`config.mk`:
```
export PLATFORM = sky130hd
export DESIGN_NAME = sdram_access_arbiter
export DESIGN_NICKNAME = d
export VERILOG_FILES = /design/src/rtl/sdram_pkg.sv /design/src/rtl/sdram_rr_arbiter.sv /design/src/rtl/sdram_access_arbiter.sv
export SDC_FILE = /design/constraint.sdc
export NUM_CORES = 1
export LEC_CHECK = 0
export CAP_MARGIN = 20
export CORE_MARGIN = 4
export CORE_UTILIZATION = 43
export CTS_CLUSTER_SIZE = 24
export DETAILED_ROUTE_END_ITERATION = 16
export GPL_TIMING_DRIVEN = 1
export HOLD_SLACK_MARGIN = 0.06
export PLACE_DENSITY = 0.77
export SKIP_CTS_REPAIR_TIMING = 1
export SLEW_MARGIN = 10
export SYNTH_ARGS = -nofsm -noshare
export SYNTH_HDL_FRONTEND = slang
export SYNTH_SLANG_ARGS = --single-unit
```
`constraint.sdc`:
```
create_clock -name CLK_48MHZ -period 2.45 [get_ports CLK_48MHZ]
set_input_delay 0.245 -clock CLK_48MHZ [delete_from_list [all_inputs] [get_ports CLK_48MHZ]]
set_output_delay 0.245 -clock CLK_48MHZ [all_outputs]
set_load 0.05 [all_outputs]
```
`src/rtl/sdram_pkg.sv`:
```
// Shared SDRAM arbiter definitions: command codes, FSM states, address field layout.
package sdram_pkg;

    localparam int unsigned BANK_W   = 2;
    localparam int unsigned ROW_W    = 13;
    localparam int unsigned COL_W    = 9;
    localparam int unsigned ADDR_W   = 24;
    localparam int unsigned DATA_W   = 16;
    localparam int unsigned COL_LSB  = 0;
    localparam int unsigned ROW_LSB  = COL_LSB + COL_W;
    localparam int unsigned BANK_LSB = ROW_LSB + ROW_W;

    typedef enum logic [1:0] {
        CMD_IDLE  = 2'd0,
        CMD_READ  = 2'd1,
        CMD_WRITE = 2'd2
    } cmd_e;

    typedef enum logic [2:0] {
        ST_INIT_HI,
        ST_INIT_LO,
        ST_IDLE,
        ST_ISSUE,
        ST_BUSY,
        ST_DONE
    } state_e;

    typedef struct packed {
        logic [BANK_W-1:0] bank;
        logic [ROW_W-1:0]  row;
        logic [COL_W-1:0]  col;
    } sdram_addr_t;

    function automatic sdram_addr_t decode_addr(input logic [ADDR_W-1:0] addr);
        sdram_addr_t d;
        d.bank = addr[BANK_LSB +: BANK_W];
        d.row  = addr[ROW_LSB +: ROW_W];
        d.col  = addr[COL_LSB +: COL_W];
        return d;
    endfunction

endpackage

```
`src/rtl/sdram_rr_arbiter.sv`:
```
// Two-way round-robin grant between the write stream and the read port.
module sdram_rr_arbiter (
    input  logic i_clk,
    input  logic i_rst_n,
    input  logic i_grant_en,
    input  logic i_wr_req,
    input  logic i_rd_req,
    output logic o_gnt_wr,
    output logic o_gnt_rd
);

    logic r_last_wr;

    always_comb begin
        o_gnt_wr = 1'b0;
        o_gnt_rd = 1'b0;
        if (i_grant_en) begin
            if (i_wr_req && i_rd_req) begin
                o_gnt_wr = ~r_last_wr;
                o_gnt_rd = r_last_wr;
            end else begin
                o_gnt_wr = i_wr_req;
                o_gnt_rd = i_rd_req;
            end
        end
    end

    always_ff @(posedge i_clk) begin
        if (!i_rst_n) begin
            r_last_wr <= 1'b0;
        end else if (o_gnt_wr) begin
            r_last_wr <= 1'b1;
        end else if (o_gnt_rd) begin
            r_last_wr <= 1'b0;
        end
    end

endmodule

```
`src/rtl/sdram_access_arbiter.sv`:
```
// Shares the SDRAM single-word port between the logger write stream and the downlink read port.
// Define SDRAM_WRAP_EN to make the write pointer wrap (ring buffer) instead of stopping when full.
module sdram_access_arbiter
    import sdram_pkg::*;
#(
    parameter int unsigned       ISSUE_TIMEOUT = 16,
    parameter int unsigned       BUSY_TIMEOUT  = 64,
    parameter logic [ADDR_W-1:0] ADDR_MAX      = 24'hFFFFFF
) (
    input  logic              CLK_48MHZ,
    input  logic              RESET,
    input  logic              WR_REQ,
    input  logic [DATA_W-1:0] WR_DATA,
    output logic              WR_ACK,
    output logic              WR_DROP,
    input  logic              RD_REQ,
    input  logic [ADDR_W-1:0] RD_ADDR,
    output logic [DATA_W-1:0] RD_DATA,
    output logic              RD_VALID,
    output logic [ADDR_W-1:0] WR_PTR,
    output logic              MEM_FULL,
    output logic              READY,
    output logic              FAULT,
    output logic [1:0]        CMD_OUT,
    output logic [BANK_W-1:0] A_OUT_BANK,
    output logic [ROW_W-1:0]  A_OUT_ROW,
    output logic [COL_W-1:0]  A_OUT_COL,
    output logic [DATA_W-1:0] D_OUT,
    input  logic              SDRAM_STATUS,
    input  logic [DATA_W-1:0] SDRAM_DATA_READ
);

    localparam int unsigned T_MAX = (ISSUE_TIMEOUT > BUSY_TIMEOUT) ? ISSUE_TIMEOUT : BUSY_TIMEOUT;
    localparam int unsigned CNT_W = $clog2(T_MAX + 1);

    state_e              r_state, w_next;
    cmd_e                w_cmd;
    logic                r_op_wr, r_ready, r_fault, r_full;
    logic                r_wr_ack, r_wr_drop, r_rd_valid;
    logic [ADDR_W-1:0]   r_addr, r_wr_ptr;
    logic [DATA_W-1:0]   r_dout, r_rd_data;
    logic [CNT_W-1:0]    r_cnt;
    logic                w_grant_en, w_wr_pend, w_rd_pend, w_gnt_wr, w_gnt_rd;
    logic                w_start, w_issue_to, w_busy_to, w_wr_last;
    sdram_addr_t         w_dec;

    // Mask a requester during its own ack cycle so a late-dropping REQ is not re-granted.
    assign w_grant_en = (r_state == ST_IDLE);
    assign w_wr_pend  = WR_REQ & ~r_wr_ack;
    assign w_rd_pend  = RD_REQ & ~r_rd_valid;

    sdram_rr_arbiter u_rr (
        .i_clk      (CLK_48MHZ),
        .i_rst_n    (RESET),
        .i_grant_en (w_grant_en),
        .i_wr_req   (w_wr_pend),
        .i_rd_req   (w_rd_pend),
        .o_gnt_wr   (w_gnt_wr),
        .o_gnt_rd   (w_gnt_rd)
    );

    assign w_start    = w_gnt_rd | (w_gnt_wr & ~r_full);
    assign w_issue_to = (r_cnt >= CNT_W'(ISSUE_TIMEOUT)) & ~SDRAM_STATUS;
    assign w_busy_to  = (r_cnt >= CNT_W'(BUSY_TIMEOUT)) & SDRAM_STATUS;
    assign w_wr_last  = (r_wr_ptr == ADDR_MAX);
    assign w_dec      = decode_addr(r_addr);

    always_comb begin
        w_next = r_state;
        w_cmd  = CMD_IDLE;
        case (r_state)
            ST_INIT_HI: if (SDRAM_STATUS) w_next = ST_INIT_LO;
            ST_INIT_LO: if (!SDRAM_STATUS) w_next = ST_IDLE;
            ST_IDLE:    if (w_start) w_next = ST_ISSUE;
            ST_ISSUE: begin
                w_cmd = r_op_wr ? CMD_WRITE : CMD_READ;
                if (SDRAM_STATUS)    w_next = ST_BUSY;
                else if (w_issue_to) w_next = ST_IDLE;
            end
            ST_BUSY: begin
                if (!SDRAM_STATUS)  w_next = ST_DONE;
                else if (w_busy_to) w_next = ST_IDLE;
            end
            ST_DONE:    w_next = ST_IDLE;
            default:    w_next = ST_INIT_HI;
        endcase
    end

    always_ff @(posedge CLK_48MHZ) begin
        if (!RESET) begin
            r_state    <= ST_INIT_HI;
            r_op_wr    <= 1'b0;
            r_ready    <= 1'b0;
            r_fault    <= 1'b0;
            r_full     <= 1'b0;
            r_wr_ack   <= 1'b0;
            r_wr_drop  <= 1'b0;
            r_rd_valid <= 1'b0;
            r_addr     <= '0;
            r_wr_ptr   <= '0;
            r_dout     <= '0;
            r_rd_data  <= '0;
            r_cnt      <= '0;
        end else begin
            r_state    <= w_next;
            r_wr_ack   <= 1'b0;
            r_wr_drop  <= 1'b0;
            r_rd_valid <= 1'b0;
            case (r_state)
                ST_INIT_LO: if (!SDRAM_STATUS) r_ready <= 1'b1;
                ST_IDLE: begin
                    r_cnt <= CNT_W'(1);
                    if (w_gnt_wr && r_full) begin
                        r_wr_ack  <= 1'b1;
                        r_wr_drop <= 1'b1;
                    end else if (w_gnt_wr) begin
                        r_op_wr <= 1'b1;
                        r_addr  <= r_wr_ptr;
                        r_dout  <= WR_DATA;
                    end else if (w_gnt_rd) begin
                        r_op_wr <= 1'b0;
                        r_addr  <= RD_ADDR;
                        r_dout  <= '0;
                    end
                end
                ST_ISSUE: begin
                    r_cnt <= SDRAM_STATUS ? CNT_W'(1) : r_cnt + CNT_W'(1);
                    if (w_issue_to) r_fault <= 1'b1;
                end
                ST_BUSY: begin
                    r_cnt <= r_cnt + CNT_W'(1);
                    if (w_busy_to) r_fault <= 1'b1;
                    if (!SDRAM_STATUS) begin
                        if (r_op_wr) begin
                            r_wr_ack <= 1'b1;
`ifdef SDRAM_WRAP_EN
                            r_wr_ptr <= w_wr_last ? '0 : r_wr_ptr + ADDR_W'(1);
`else
                            if (w_wr_last) r_full   <= 1'b1;
                            else           r_wr_ptr <= r_wr_ptr + ADDR_W'(1);
`endif
                        end else begin
                            r_rd_data  <= SDRAM_DATA_READ;
                            r_rd_valid <= 1'b1;
                        end
                    end
                end
                default: ;
            endcase
        end
    end

    assign CMD_OUT    = w_cmd;
    assign A_OUT_BANK = w_dec.bank;
    assign A_OUT_ROW  = w_dec.row;
    assign A_OUT_COL  = w_dec.col;
    assign D_OUT      = r_dout;
    assign WR_ACK     = r_wr_ack;
    assign WR_DROP    = r_wr_drop;
    assign RD_VALID   = r_rd_valid;
    assign RD_DATA    = r_rd_data;
    assign WR_PTR     = r_wr_ptr;
    assign MEM_FULL   = r_full;
    assign READY      = r_ready;
    assign FAULT      = r_fault;

endmodule

```
==> impl_metrics.toml, run 1 <==
[sta]
final-setup-viol-count = 0
worst_slack_ns = 0.245
period_minus_slack_ns = 2.21
clock-skew-final_ns = 0.00894
hold_viol_final = 0
tns_ns = 0
max_freq_ghz = 0.453
setup_repair_after_global_routing_missed_its_margin = "false"
period_share_pct = 90.0
final-max-slew-violation-count = 0
tightest_slew_ns = 0.687
max_slew_margin_pct = 53.0
holdWs_ns = 0.436

[floorplan]
die_y_um = 107
ioPinCount = 149
die_x_um = 107
die_area_mm2 = 0.0114
coreArea_mm2 = 0.00937
start_util_pct = 44.9
placementRows = 35

[worst_setup_path]
crit_slowest_cell = "sky130_fd_sc_hd__a2111oi_0"
cp-end-kind = "flip-flop"
highest_fanout_seen_on_the_critical_path = 10
critical_path_class = "reg2reg"
worst_ep_arrival_time_ns = 2.45
crit_path_max_incr_delay_ns = 0.69
critical_path_cell_by_cell = "nor4b_4 -> buf_4 -> nand3_1 -> a2111oi_0 -> xnor2_1 -> nor2_1"
critical_path.startpoint_type = "flip-flop"
cp.required_ns = 2.70

[global_route]
grt_remaining_overflow = 0
grt.total_usage_pct = 20.3
number_of_antenna_violations_at_the_first_check_in_global_routing = 0
grt_pass1_wl_um = 19000
grt_max_degree = 49
grt_pass1_vias = 4029

[yosys]
synthArstFlopShare_pct = 0
synth_flop_cell = "sky130_fd_sc_hd__dfxtp_1"
syn_area_per_cell_um2 = 8.51
cell_types_occupying_the_most_area_after_synthesis = "sky130_fd_sc_hd__dfxtp_1 (47%), sky130_fd_sc_hd__a21oi_1 (7.4%), sky130_fd_sc_hd__mux2i_1 (6.0%), sky130_fd_sc_hd__nor2_1 (4.6%), sky130_fd_sc_hd__nand2_1 (4.5%)"
synth.cell_area_mm2 = 0.00420
synth_seq_area_share_pct = 46.7
synth.yosys.warnings = 0
synth_seq_cells = 98
netlist.top_cell.by_area = "sky130_fd_sc_hd__dfxtp_1"
syn_nets = 558
proportion_of_netlist_area_held_by_the_largest_area_contributor_pct = 46.7
synth_enable_flop_cells = 0
post_synth_inst_count = 494
post_synth_num_cell_types = 48

[status]
outcome = "finished, final reports clean"

[cts]
clock-sinks = 98
cts_bufs_inserted = 9
path_clk_slew_ns = 0.09
cts-root-to-sink-buffers = 2
tritoncts = "yes"
worstSkewPairLatency_ns = 0.35
htreeDepth = 3
clock_tree.root_cell = "sky130_fd_sc_hd__clkbuf_8"

[route]
vias = 4139
routed_via_density = 5.33
dr.first_iter.drc_count = 181
wl_cell_um = 15.1
detail_route.drc_violations = 0
drt-pass1-iter-count = 4
ant_nets = 0
postRouteWirelength_um = 11700

[final_layout]
finish.net_count = 707
drive_above_1_share_pct = 7.26
postLayoutCellArea_mm2 = 0.00616
layout-area-overhead-vs-synth_pct = 46.5
diodes_inserted = 0

[place]
numPortBuffers = 148
placed_cell_area_mm2 = 0.00593
place_ws_ns = 0.0710
last_weighted_congestion_value_of_the_routability_driven_placer = 0.884
post-dp-hpwl_um = 8400

[power]
totalPowerFinal_w = 0.00399
pwr_density_cell_mw_per_mm2 = 647
total_leakage_power_nw = 2.31
irDropWorstVdd_uv = 325

[job]
timing.max_cap.violations = 0

[worst_hold_path]
worstHoldPathType = "in2reg"
per-stage QoR:
stage               cells  util (%)
floorplan             494         -
global placement      761      63.3
detailed placement    761      63.3
CTS                   776      65.7
global route          776      65.7
finish                776      65.7
worst paths after layout:
path | cells after the start | from | slack, ns | to
setup / recovery | 6 | r_state[0] | 0.24 | WR_PTR[10]
hold / removal | 3 | SDRAM_DATA_READ[2] | 0.44 | RD_DATA[2]
setup reg to reg | 6 | r_state[0] | 0.24 | WR_PTR[10]
hold reg to reg | 2 | RD_DATA[14] | 0.46 | RD_DATA[14]
flip-flops by register name, summed over array words and instances (netlist names), 3 cells and up:
signal,count
WR_PTR,24
r_state,3
r_cnt,7
RD_DATA,16
r_addr,24
D_OUT,16
Yosys cell counts (all sizes together), types with 4 or more instances:
library cell / instances
clkbuf: 31
nand2b: 6
and3: 4
a211oi: 6
o21ai: 33
nor3: 6
nand4: 7
and2: 5
dfxtp: 98
nor2: 51
a21oi: 62
inv: 10
xor2: 5
and4: 4
nor2b: 4
a22oi: 16
nand3: 15
nand2: 51
xnor2: 13
mux2i: 25
area by class of cell:
class                      count  area [um^2]
fill                         814         3210
timing repair buffer         171         1680
inverter                      11         41.3
clock buffer                  11          151
multi-input combinational    352         2090
tap                          129          161
sequential                    98         1960
clock inverter                 4         73.8
critical path: cells and delay by family, from the launching register on:
kind	cells	cell delay (ns)
AOI/OAI and AO/OA	1	0.69
xor gates and xnor gates	1	0.21
buffers and inverters	1	0.18
DFF	1	0.43
and+or+nand+nor	3	0.58
cells by family (layout without fill, tap and decap cells):
family | Yosys count | in the layout | share of synthesized area, %
mux | 25 | 25 | 5.95
compound gates | 134 | 134 | 18.6
flops | 98 | 98 | 46.7
buf+inv | 44 | 197 | 3.99
simple gates | 172 | 172 | 20.2
fa+ha+maj | 3 | 3 | 0.893
xor+xnor | 18 | 18 | 3.75
layout by cell type (no fill, tap or decap), drive strengths merged, types with 4 or more instances in the layout:
cell           instances
buf                   24
clkbuf                11
dfxtp                 98
nand3                 15
nand2                 51
nor3                   6
inv                   11
and2                   5
xor2                   5
nor2b                  4
a22oi                 16
nand4                  7
mux2i                 25
nor2                  51
xnor2                 13
and3                   4
nand2b                 6
a21oi                 62
o21ai                 33
a211oi                 6
and4                   4
clkdlybuf4s50        146
per-layer routing:
| layer | vias up | track usage [%] | part of all wire, % |
|---|---|---|---|
| met1 | 1933 | 24.1 | 43 |
| met5 | - | 0 | 0 |
| met4 | 0 | 8.31 | 2.0 |
| met3 | 19 | 7.41 | 9.5 |
| met2 | 153 | 33.2 | 45 |
| li1 | 2034 | - | - |
report_power, final:
part | total, W | leakage [nW] | switching [W] | internal, W
sequential | 0.00178 | 0.791 | 0.0000851 | 0.00170
combinational | 0.00102 | 1.40 | 0.000611 | 0.000410
clock | 0.00118 | 0.116 | 0.000553 | 0.000628
Note: power is estimated with default switching activity, not from simulation.
==> run 2, diff against run 1 <==
Settings changed: ABC_AREA set to 1, PLACE_DENSITY 0.77 to 0.75.
==> impl_metrics.toml, run 2 <==
[yosys]
largest_family_of_logic_cells_by_synthesized_area = "simple AND/OR/NAND/NOR gates"
synthTopCellsByCount = "sky130_fd_sc_hd__nand2_1 (189), sky130_fd_sc_hd__dfxtp_1 (98), sky130_fd_sc_hd__nor2_1 (94), sky130_fd_sc_hd__nand3_1 (63), sky130_fd_sc_hd__a21oi_1 (54)"
syn_nets = 743
multiplexer_share_of_the_synthesized_area_pct = 0
synth_seq_cells = 98
synth_seq_area_share_pct = 42.2
synth_compound_gate_area_share_pct = 13.3
post_synth_num_cell_types = 30
syn_area_per_cell_um2 = 6.84
synthArstFlopShare_pct = 0
synth.cell_area_mm2 = 0.00465
proportion_of_netlist_area_held_by_the_largest_area_contributor_pct = 42.2
yosys.cell_count.top_type = "sky130_fd_sc_hd__nand2_1"
synth.yosys.warnings = 0
post_synth_and_or_nand_nor_area_fraction_pct = 34.1
cell_types_occupying_the_most_area_after_synthesis = "sky130_fd_sc_hd__dfxtp_1 (42%), sky130_fd_sc_hd__nand2_1 (15%), sky130_fd_sc_hd__nor2_1 (7.6%), sky130_fd_sc_hd__nand3_1 (6.8%), sky130_fd_sc_hd__a21oi_1 (5.8%)"
synthXorXnorAreaFrac_pct = 2.07
synth_flop_cell = "sky130_fd_sc_hd__dfxtp_1"
synth_enable_flop_cells = 0
netlist.top_cell.by_area = "sky130_fd_sc_hd__dfxtp_1"
post_synth_inst_count = 679
post_synth_fa_ha_maj_area_fraction_pct = 0.808

[final_layout]
drive_above_1_share_pct = 5.81
post_layout_cell_count = 962
final_common_cell = "sky130_fd_sc_hd__nand2_1"
mostFrequentLayoutCells = "sky130_fd_sc_hd__nand2_1 (189), sky130_fd_sc_hd__clkdlybuf4s50_1 (148), sky130_fd_sc_hd__dfxtp_1 (98), sky130_fd_sc_hd__nor2_1 (94), sky130_fd_sc_hd__nand3_1 (63)"
final_util_pct = 62.0
finish.net_count = 885
layout-area-overhead-vs-synth_pct = 39.0
diodes_inserted = 0

[sta]
max_freq_ghz = 0.457
setup_repair_after_global_routing_missed_its_margin = "false"
tightest_slew_ns = 0.559
clock-skew-final_ns = 0.0168
tns_ns = 0
hold_viol_final = 0
period_share_pct = 89.2
period_minus_slack_ns = 2.19
final-setup-viol-count = 0
max_slew_margin_pct = 62.6
final-max-slew-violation-count = 0

[worst_setup_path]
reg2reg_depth = 10
timing.critical_path.from = "r_state[2]"
critical_path_class = "reg2out"
reg2reg_slack_ns = 0.37
cpLargestDelayFamily = "buffers and inverters"
crit_path_max_incr_delay_ns = 0.83
worstReg2RegEnd = "WR_PTR[22]"
crit_slowest_cell = "sky130_fd_sc_hd__clkdlybuf4s50_1"
regToRegStartpoint = "WR_PTR[0]"
highest_fanout_seen_on_the_critical_path = 5
critical_path.startpoint_type = "flip-flop"
crit_buf_inv = 2
cp.required_ns = 2.20
worst_ep_arrival_time_ns = 1.94
critical_path_cell_by_cell = "inv_2 -> nand3_1 -> nor2_1 -> clkdlybuf4s50_1"
cp-end-kind = "output pin"

[route]
vias = 4921
postRouteWirelength_um = 14300
detail_route.drc_violations = 0
wl_cell_um = 14.9
ant_nets = 0
dr.first_iter.drc_count = 376
routed_via_density = 5.12
drt-pass1-iter-count = 5

[status]
outcome = "finished, final reports clean"

[floorplan]
placementRows = 37
start_util_pct = 44.6
die_y_um = 112
die_x_um = 112
die_area_mm2 = 0.0125
ioPinCount = 149
coreArea_mm2 = 0.0104

[worst_hold_path]
worstHoldStart = "WR_DATA[15]"
worstHoldPathType = "in2reg"
hold_end = "D_OUT[15]"
min_path_cells = 3

[place]
last_weighted_congestion_value_of_the_routability_driven_placer = 0.961
numPlacedInstances = 946
numPortBuffers = 148
post-dp-hpwl_um = 10700

[cts]
worstSkewPairLatency_ns = 0.37
clock-sinks = 98
cts_bufs_inserted = 9
htreeDepth = 3
path_clk_slew_ns = 0.09
tritoncts = "yes"
clock_tree.root_cell = "sky130_fd_sc_hd__clkbuf_8"
cts-root-to-sink-buffers = 2

[global_route]
grt.total_usage_pct = 22.7
grt_remaining_overflow = 0
grt_pass1_vias = 4814
grt.met3_usage_pct = 5.05
globalRoute.busiestLayer = "met2"
number_of_antenna_violations_at_the_first_check_in_global_routing = 0
met2_global_route_usage_pct = 37.9
grt_pass1_wl_um = 23600
grt.met1_usage_pct = 28.9
grt_max_degree = 42

[power]
irDropWorstVdd_uv = 430
totalPowerFinal_w = 0.00461
total_leakage_power_nw = 2.45
pwr_density_cell_mw_per_mm2 = 714

[job]
timing.max_cap.violations = 0
-- run 2: changes by cell type in the layout (fill, tap and decap cells not counted), moves of 8 or more --
cell / before / now
sky130_fd_sc_hd__nor2_1: 51 / 94
sky130_fd_sc_hd__mux2i_1: 25 / 0
sky130_fd_sc_hd__inv_1: 10 / 48
sky130_fd_sc_hd__o211a_1: 0 / 9
sky130_fd_sc_hd__buf_4: 22 / 13
sky130_fd_sc_hd__a21oi_1: 62 / 54
sky130_fd_sc_hd__nand3_1: 14 / 63
sky130_fd_sc_hd__nand2_1: 50 / 189
sky130_fd_sc_hd__xnor2_1: 13 / 0
sky130_fd_sc_hd__a22oi_1: 16 / 0
-- run 2: worst max path at each step --
stage               slack (ns)    endpoint  cells past startpoint
finish                    0.26  CMD_OUT[1]                      4
global route              0.13  CMD_OUT[0]                      4
CTS                       0.26  CMD_OUT[1]                      4
detailed placement        0.42  WR_PTR[22]                     10
global placement          0.51   WR_PTR[1]                     10
floorplan                 0.33  WR_PTR[22]                     11
-- run 2: tightest hold or removal path: cells and delay by family --
family	cells	cell delay, ns
and+or+nand+nor	1	0.07
buffers and inverters	1	0.39
AOI/OAI and AO/OA	1	0.06
-- run 2: where the power goes --
group / internal [W] / leakage [nW] / switching [W] / total (W)
logic: 0.000568 / 1.56 / 0.00110 / 0.00167
registers: 0.00177 / 0.794 / 0.000116 / 0.00189
clock network: 0.000479 / 0.0901 / 0.000572 / 0.00105
-- run 2: cell type report --
cell class / instances / area [um^2]
clock inverters: 5 / 62.6
flip-flops and latches: 98 / 1960
well taps: 136 / 170
multi-input cells: 498 / 2340
clock buffers: 11 / 131
repair buffers: 162 / 1600
inverters: 52 / 195
fillers: 979 / 3960
-- run 2: cell families (layout without fill, tap and decap cells) --
logic type               Yosys count  count (layout)
AND/OR/NAND/NOR                  374             374
buffers and inverters             83             230
XOR/XNOR                          11              11
flip-flops                        98              98
AO/OA/AOI/OAI                    110             110
adder cells (fa/ha/maj)            3               3
-- run 2: stage by stage --
step                      hold WS [ns]  area [um^2]  setup slack [ns]
after floorplan                  0.393         4650             0.334
after global placement           0.447         6260             0.510
after detailed placement         0.455         6260             0.419
after CTS                        0.429         6460             0.258
after global routing             0.440         6460             0.128
final                            0.441         6460             0.264
-- run 2: per-layer routing --
layer	part of all wire, %	vias to the layer above
li1	-	2467
met1	43	2250
met2	48	178
met3	7.1	26
met4	2.3	0
met5	0	-
